--- src/rtl/wreg_pkg.sv ---
// Shared types and helpers for the double-buffered weight register.
package wreg_pkg;

  localparam int WREG_WIDTH = 8;
  localparam int WREG_DEPTH = 4;

  // Pointer width for a bank of the given depth; never narrower than one bit.
  function automatic int ptr_w(input int depth);
    return (depth > 1) ? $clog2(depth) : 1;
  endfunction

  typedef logic signed [WREG_WIDTH-1:0] weight_t;
  typedef weight_t bank_t [WREG_DEPTH];

endpackage

--- src/rtl/wreg_fwd_stage.sv ---
// Single-entry valid/ready register carrying overflow beats to the neighbour PE.
module wreg_fwd_stage #(
  parameter int WIDTH = 8
) (
  input  logic                    clk,
  input  logic                    rst_n,
  input  logic                    clr,
  input  logic                    in_valid,
  output logic                    in_ready,
  input  logic signed [WIDTH-1:0] in_data,
  output logic                    out_valid,
  input  logic                    out_ready,
  output logic signed [WIDTH-1:0] out_data
);

  logic                    valid_q;
  logic signed [WIDTH-1:0] data_q;

  // Space exists when empty or when the held beat leaves this cycle.
  assign in_ready  = ~valid_q | out_ready;
  assign out_valid = valid_q;
  assign out_data  = data_q;

  // NOTE: sequential state uses non-blocking assignments so every flop samples pre-edge values.
  always_ff @(posedge clk or negedge rst_n) begin
    if (!rst_n) begin
      valid_q <= 1'b0;
      data_q  <= '0;
    end else if (clr) begin
      valid_q <= 1'b0;
      data_q  <= '0;
    end else if (in_valid && in_ready) begin
      valid_q <= 1'b1;
      data_q  <= in_data;
    end else if (out_ready) begin
      valid_q <= 1'b0;
    end
  end

endmodule

--- src/rtl/wreg_dbuf.sv ---
// Double-buffered signed weight register: shadow bank loads from a stream while the
// active bank feeds the PE; beats arriving while the shadow bank is full are forwarded.
module wreg_dbuf
  import wreg_pkg::*;
#(
  parameter int WIDTH = WREG_WIDTH,
  parameter int DEPTH = WREG_DEPTH
) (
  input  logic                    clk,
  input  logic                    rst_n,
  input  logic                    clr,
  input  logic                    en,
  input  logic                    i_valid,
  output logic                    o_ready,
  input  logic signed [WIDTH-1:0] i_data,
  input  logic                    i_swap,
  output logic                    o_swap_ack,
  output logic                    o_full,
  output logic signed [WIDTH-1:0] o_data,
  output logic                    o_fwd_valid,
  input  logic                    i_fwd_ready,
  output logic signed [WIDTH-1:0] o_fwd_data
);

  localparam int            PW   = ptr_w(DEPTH);
  localparam logic [PW-1:0] LAST = PW'(DEPTH - 1);

  typedef logic signed [WIDTH-1:0] w_t;

  w_t          shadow_q [DEPTH];
  w_t          shadow_d [DEPTH];
  w_t          active_q [DEPTH];
  w_t          active_d [DEPTH];
  logic [PW-1:0] wp_q, wp_d;
  logic [PW-1:0] rp_q, rp_d;
  logic        full_q, full_d;
  logic        ack_q, ack_d;
  w_t          data_q, data_d;

  logic fwd_in_ready;
  logic swap_take;
  logic load_shadow;

  // A full shadow bank only accepts when the forward stage can take the beat.
  assign o_ready     = ~full_q | fwd_in_ready;
  assign swap_take   = i_swap & full_q;
  assign load_shadow = i_valid & ~full_q;

  wreg_fwd_stage #(.WIDTH(WIDTH)) u_fwd (
    .clk       (clk),
    .rst_n     (rst_n),
    .clr       (clr),
    .in_valid  (i_valid & full_q),
    .in_ready  (fwd_in_ready),
    .in_data   (i_data),
    .out_valid (o_fwd_valid),
    .out_ready (i_fwd_ready),
    .out_data  (o_fwd_data)
  );

  // NOTE: every signal driven here gets a default first, so no path leaves it unassigned (no latches).
  always_comb begin
    shadow_d = shadow_q;
    active_d = active_q;
    wp_d     = wp_q;
    rp_d     = rp_q;
    full_d   = full_q;
    data_d   = active_q[rp_q];
    ack_d    = 1'b0;

    if (clr) begin
      shadow_d = '{default: '0};
      active_d = '{default: '0};
      wp_d     = '0;
      rp_d     = '0;
      full_d   = 1'b0;
      data_d   = '0;
    end else if (swap_take) begin
      // Swap owns the read pointer this cycle, so a concurrent en is discarded.
      active_d = shadow_q;
      full_d   = 1'b0;
      wp_d     = '0;
      rp_d     = '0;
      data_d   = shadow_q[0];
      ack_d    = 1'b1;
    end else begin
      if (load_shadow) begin
        shadow_d[wp_q] = i_data;
        if (wp_q == LAST) begin
          wp_d   = '0;
          full_d = 1'b1;
        end else begin
          wp_d = wp_q + PW'(1);
        end
      end
      if (en) begin
        rp_d = (rp_q == LAST) ? '0 : rp_q + PW'(1);
      end
    end
  end

  // NOTE: the banks are reset because the active bank drives o_data straight after reset.
  always_ff @(posedge clk or negedge rst_n) begin
    if (!rst_n) begin
      shadow_q <= '{default: '0};
      active_q <= '{default: '0};
      wp_q     <= '0;
      rp_q     <= '0;
      full_q   <= 1'b0;
      ack_q    <= 1'b0;
      data_q   <= '0;
    end else begin
      shadow_q <= shadow_d;
      active_q <= active_d;
      wp_q     <= wp_d;
      rp_q     <= rp_d;
      full_q   <= full_d;
      ack_q    <= ack_d;
      data_q   <= data_d;
    end
  end

  assign o_full     = full_q;
  assign o_swap_ack = ack_q;
  assign o_data     = data_q;

endmodule

--- config.mk ---
export PLATFORM = sky130hd
export DESIGN_NAME = wreg_dbuf
export DESIGN_NICKNAME = d
export VERILOG_FILES = /design/src/rtl/wreg_pkg.sv /design/src/rtl/wreg_fwd_stage.sv /design/src/rtl/wreg_dbuf.sv
export SDC_FILE = /design/constraint.sdc
export NUM_CORES = 1
export LEC_CHECK = 0
export CORE_MARGIN = 1.5
export CORE_UTILIZATION = 56
export DETAILED_ROUTE_END_ITERATION = 10
export PLACE_DENSITY = 0.81
export SLEW_MARGIN = 20
export SYNTH_ARGS = -nofsm -noshare
export SYNTH_HDL_FRONTEND = slang
export SYNTH_SLANG_ARGS = --single-unit
--- constraint.sdc ---
create_clock -name clk -period 1.6 [get_ports clk]
set_input_delay 0.32 -clock clk [delete_from_list [all_inputs] [get_ports clk]]
set_output_delay 0.32 -clock clk [all_outputs]
set_load 0.01 [all_outputs]
==> results.json, run 1 <==
{
  "status": "completed",
  "yosysWarnings": 0,
  "syn_nets": 319,
  "cts_sinks": 87,
  "synthTopCellsByCount": "dfrtp_1 (87), a22o_1 (48), nand2_1 (35)",
  "drv_cap": 0,
  "p_leak_nw": 2.15,
  "critPathBufInv": 1,
  "grt_overflow": 0,
  "antenna_cells": 0,
  "power_mw": 4.09,
  "fin_cells": 426,
  "via_per_inst": 5.93,
  "yosys.area.top_type": "dfrtp_1",
  "antenna_found_initial": 0,
  "yosysUniqueCellTypes": 23,
  "layout.nets": 366,
  "start_util_pct": 57.8,
  "hpwl_mm": 5.34,
  "reg2reg_from": "wp_q[0]",
  "slew_viol_final": 0,
  "gp_congestion": 0.787,
  "worst_setup_path_end_kind": "primary output",
  "seq_area_frac_synth_pct": 59.7,
  "io_pins": 35,
  "min_from": "i_fwd_ready",
  "wl_mm": 7.73,
  "cts_max_level": 3,
  "synthArstFlopShare_pct": 100,
  "post-route-period-util_pct": 98.2,
  "ir_drop_mv": 0.616,
  "crit_start": "u_fwd.out_data[6]",
  "dp_cells": 410,
  "worst_pin_slew_ns": 0.528,
  "synth_top_cell_area_share_pct": 59.7,
  "syn_inst": 298,
  "finalSetupViolCount": 0,
  "detail_route.wl_per_cell_um": 18.2,
  "cts-root-buf": "clkbuf_8",
  "clk_latency_ns": 0.36,
  "crit_slowest_cell": "clkdlybuf4s50_1",
  "fp.dieW_um": 83.7,
  "pwr_density_cell_nw_per_um2": 924,
  "worstPathRequired_ns": 1.28,
  "rsz0062_at_grt": "no",
  "synth_seq_cells": 87,
  "cpPeakStageDelay_ns": 0.54,
  "drive_gt1_share_pct": 15.8,
  "grt_pass1_wl_mm": 12.8,
  "timing.hold.ws_ns": 0.393,
  "start_kind": "flop",
  "yosys.cell_count.top_type": "dfrtp_1",
  "first_pass_iters": 4,
  "clock.fmax_ghz": 0.637,
  "rows": 29,
  "drc": 0,
  "drt-initial-drc-count": 270,
  "grt_pass1_vias": 2562,
  "crit_type": "flop to primary output",
  "postRouteAntennaNets": 0,
  "fin_crit_ns": 1.57,
  "synthTopCellsByArea": "dfrtp_1 (60%), a22o_1 (12%), mux4_2 (4.9%)",
  "tritoncts": "yes",
  "grt_use_total_pct": 23.6,
  "synth_area_per_cell_um2": 12.2,
  "crit_fanout": 2,
  "cts-buffers-inserted": 9,
  "hold_violations": 0,
  "clk_pin_slew_ns": 0.08,
  "die_area_um2": 7010,
  "grt_max_degree": 42,
  "finalClockSkew_ns": 0.00587,
  "max_slew_margin_pct": 64.6,
  "routed-via-count": 2527,
  "core-area_um2": 6310,
  "synthesis.area_um2": 3650,
  "area_growth_pct": 21.4,
  "crit_family": "buffers and inverters",
  "holdCritPathClass": "primary input to flop",
  "worstPathArrival_ns": 1.25,
  "path_cells": "clkdlybuf4s50_1",
  "die_h_um": 83.7,
  "ys.flop_type": "dfrtp_1",
  "cts_max_path_buffers": 2,
  "port_buffers": 34,
  "synth_edf_count": 0
}
kinds of logic after synthesis:
kind of cell | after synthesis | synth area share (%)
DFF | 87 | 59.7
AOI/OAI and AO/OA | 77 | 16.1
and+or+nand+nor | 76 | 9.67
buffers and inverters | 32 | 4.29
muxes | 20 | 8.23
adders and majority gates | 6 | 2.06
timing repair:
action / 4_1_cts / 5_1_grt
setup buffers: 0 / 0
endpoints found under the hold margin: 27 / 0
hold buffers: 1 / 0
endpoints found under the setup margin: 4 / 7
gates resized for setup: 5 / 10
routing by layer:
| metal | track usage, % | wire length, um | up-vias |
|---|---|---|---|
| met5 | 0 | 0 | - |
| met4 | 11.9 | 199 | 0 |
| met3 | 4.55 | 443 | 19 |
| met2 | 36.1 | 3770 | 94 |
| met1 | 32.8 | 3320 | 1253 |
| li1 | - | - | 1161 |
final cells by class:
cell class                      count  area (um2)
Timing Repair Buffer               58         609
Fill cell                         467        1880
Inverter                           10        37.5
Clock inverter                      3        17.5
Tap cell                           77        96.3
Multi-Input combinational cell    179        1330
Clock buffer                       12         165
Sequential cell                    87        2180
state kept, by name (all words and copies together) (netlist names):
| register | flops |
|---|---|
| o_data | 8 |
| u_fwd.out_valid | 1 |
| u_fwd.out_data | 8 |
| wp_q | 2 |
| shadow_q | 32 |
| o_swap_ack | 1 |
| o_full | 1 |
| active_q | 32 |
| rp_q | 2 |
through the flow:
stage	TNS (ns)	worst slack, ns	area, um2	utilization [%]
2_1_floorplan	0	0.208	3650	-
3_3_place_gp	-1.56	-0.146	4220	66.8
3_5_place_dp	-4.25	-0.196	4220	66.8
4_1_cts	0	0.00518	4400	69.8
5_1_grt	0	0.00557	4430	70.2
6_report	0	0.0290	4430	70.2
path summary, 6_finish.rpt:
check / cells past startpoint / end / slack [ns]
setup reg to reg: 5 / shadow_q[10] / 0.18
hold / removal: 3 / u_fwd.out_valid / 0.39
min in group asynchronous: 2 / shadow_q[2] / 0.43
max in group asynchronous: 3 / o_data[6] / 0.66
setup / recovery: 1 / o_fwd_data[6] / 0.03
hold reg to reg: 1 / active_q[22] / 0.50
cell usage in the layout, fill, tap and decap left out, drive strengths merged, types with 2 or more instances in the layout:
| cell type | Yosys | routed |
|---|---|---|
| a21oi | 28 | 28 |
| a22o | 48 | 48 |
| buf | 14 | 24 |
| clkbuf | 8 | 12 |
| clkdlybuf4s50 | 0 | 22 |
| clkinv | 0 | 2 |
| dfrtp | 87 | 87 |
| dlygate4sd2 | 0 | 3 |
| dlymetal6s2s | 0 | 7 |
| ha | 6 | 6 |
| inv | 10 | 10 |
| mux2i | 12 | 12 |
| mux4 | 8 | 8 |
| nand2 | 35 | 35 |
| nand2b | 2 | 2 |
| nand3 | 24 | 24 |
| nand3b | 3 | 3 |
| nor2 | 8 | 8 |
| nor2b | 3 | 3 |
where the power goes:
group          internal, mW  total (mW)  leakage, nW  switching (mW)
sequential             2.24        2.28         1.21          0.0425
clock                 0.677        1.41       0.0942           0.736
combinational         0.168       0.399        0.846           0.231
Power figures use the tool's default switching activity.
==> inputs of run 2 (changes only) <==
--- a/config.mk
+++ b/config.mk
@@ -8,6 +8,8 @@
 export CORE_MARGIN = 1.5
 export CORE_UTILIZATION = 56
 export DETAILED_ROUTE_END_ITERATION = 10
+export GPL_TIMING_DRIVEN = 0
+export MAX_ROUTING_LAYER = met4
 export PLACE_DENSITY = 0.81
 export SLEW_MARGIN = 20
 export SYNTH_ARGS = -nofsm -noshare
==> run 2 against run 1 <==
Sequential share of layout area up 0.38 points. Sequential power about the same. Die area unchanged. First-iteration DRC count down 0.74%. Register-to-register slack worse by 0.09 ns. Cell count unchanged. Worst hold slack worse by 0.15 ns. Final area down 0.76%. Clock skew up 0.0044 ns. Via count down 0.16%. Largest cell class unchanged.
==> results.json, run 2 (synthesis gave the netlist of run 1 again) <==
{
  "status": "completed",
  "detail_route.wl_per_cell_um": 18.9,
  "finalSetupViolCount": 0,
  "wl_mm": 8.05,
  "crit_type": "flop to primary output",
  "drive_gt1_share_pct": 14.6,
  "power_mw": 4.51,
  "fp.dieW_um": 83.7,
  "crit_family": "buffers and inverters",
  "cts-root-buf": "clkbuf_8",
  "start_util_pct": 57.8,
  "worstPathArrival_ns": 1.25,
  "start_kind": "flop",
  "clk_latency_ns": 0.36,
  "drc": 0,
  "gp_congestion": 0.797,
  "via_per_inst": 5.92,
  "cts_max_level": 3,
  "rows": 29,
  "r2r_slack_ns": 0.09,
  "finalClockSkew_ns": 0.0103,
  "die_area_um2": 7010,
  "critPathBufInv": 1,
  "core-area_um2": 6310,
  "p_leak_nw": 2.11,
  "fin_cells": 426,
  "holdCritPathClass": "primary input to flop",
  "drt-initial-drc-count": 268,
  "cpPeakStageDelay_ns": 0.54,
  "sequentialPowerShare_pct": 50.4,
  "switching_share_pct": 23.3,
  "fin_crit_ns": 1.57,
  "drv_cap": 0,
  "layout_commonest_cell": "dfrtp_1",
  "biggestRegsByFlops": "active_q: 32 flops, shadow_q: 32 flops",
  "clock.fmax_ghz": 0.638,
  "clk_pin_slew_ns": 0.08,
  "cts-buffers-inserted": 9,
  "antenna_cells": 0,
  "crit_slowest_cell": "clkdlybuf4s50_1",
  "slew_viol_final": 0,
  "power.switching_mw": 1.05,
  "first_pass_iters": 4,
  "ff2ff_path_depth": 4,
  "pwr_density_cell_nw_per_um2": 1030,
  "worstPathRequired_ns": 1.28,
  "layout.nets": 365,
  "tritoncts": "yes",
  "grt_pass1_vias": 2585,
  "path_cells": "clkdlybuf4s50_1",
  "final_cell_mix": "dfrtp_1 (86), a22o_1 (48), nand2_1 (35)",
  "hold_violations": 0,
  "area_growth_pct": 20.5,
  "antenna_found_initial": 0,
  "finalCoreUtilization_pct": 69.6,
  "worst_pin_slew_ns": 0.536,
  "port_buffers": 33,
  "grt_pass1_wl_mm": 13.4,
  "ir_drop_mv": 0.715,
  "io_pins": 35,
  "grt_overflow": 0,
  "cts_max_path_buffers": 2,
  "grt_max_degree": 48,
  "postRouteAntennaNets": 0,
  "max_slew_margin_pct": 64.2,
  "power.internal_mw": 3.46,
  "hpwl_mm": 5.54,
  "cp_num_cells": 1,
  "dp_cells": 409,
  "routed-via-count": 2523,
  "tns_ns": 0,
  "pwr-share-clk_pct": 41.1,
  "cts_sinks": 87,
  "grt_use_total_pct": 25.9,
  "post-route-period-util_pct": 98.0,
  "holdPathStages": 3,
  "combPwrFrac_pct": 8.5,
  "die_h_um": 83.7,
  "worst_setup_path_end_kind": "primary output",
  "crit_fanout": 2
}
-- run 2: changes by cell type in the layout (fill, tap and decap cells not counted), sizes merged --
cell / previous run / this run
clkbuf: 12 / 17
buf: 24 / 18
bufinv: 0 / 3
dlygate4sd2: 3 / 2
clkinvlp: 1 / 2
dlymetal6s2s: 7 / 6
clkdlybuf4s50: 22 / 23
clkinv: 2 / 0
-- run 2: final timing paths --
path | startpoint | to
max in group asynchronous | rst_n | wp_q[0]
hold / removal | i_valid | o_full
min in group asynchronous | rst_n | shadow_q[15]
setup reg to reg | o_full | active_q[21]
hold reg to reg | active_q[15] | active_q[15]
setup / recovery | u_fwd.out_data[0] | o_fwd_data[0]
-- run 2: power groups by stage --
stage	Combinational [mW]	Sequential [mW]	Clock, mW
2_1_floorplan	0.199	2.31	0
3_3_place_gp	0.346	2.31	0
3_5_place_dp	0.364	2.32	0
4_1_cts	0.379	2.27	1.88
5_1_grt	0.421	2.28	1.97
6_report	0.383	2.27	1.85
-- run 2: cell type report --
| class | instances | area [um2] |
|---|---|---|
| fill | 474 | 1920 |
| timing repair buffer | 38 | 400 |
| tap | 77 | 96.3 |
| clock inverter | 5 | 105 |
| inverter | 10 | 37.5 |
| multi-input combinational | 179 | 1330 |
| buffer | 19 | 111 |
| sequential | 87 | 2180 |
| clock buffer | 11 | 141 |
-- run 2: per-layer routing --
| metal | global-route usage, % | vias up | wire length, um |
|---|---|---|---|
| li1 | - | 1169 | - |
| met1 | 34.9 | 1266 | 3580 |
| met2 | 38.3 | 68 | 3890 |
| met3 | 4.55 | 20 | 349 |
| met4 | 13.3 | 0 | 233 |
| met5 | - | - | 0 |
-- run 2: worst reg2reg max path, cell delays in order, from the launching register on --
cell	delay [ns]
dfrtp_1	0.39
buf_4	0.18
a21oi_2	0.24
clkbuf_1	0.43
a22o_1	0.22
-- run 2: repair_timing --
item,4_1_cts,5_1_grt
endpoints found under the setup margin,27,46
pin swaps,2,1
setup buffers,2,1
hold buffers,1,0
hold endpoints to repair,40,0
gates resized for setup,4,15
-- run 2: metrics by stage --
step                setup slack, ns  cell area (um2)  hold slack, ns
floorplan                     0.208             3650          0.0244
global placement              -2.75             4080           0.478
detailed placement           -0.267             4100           0.334
CTS                         0.00335             4360           0.233
global route                -0.0194             4400           0.285
finish                       0.0325             4400           0.240
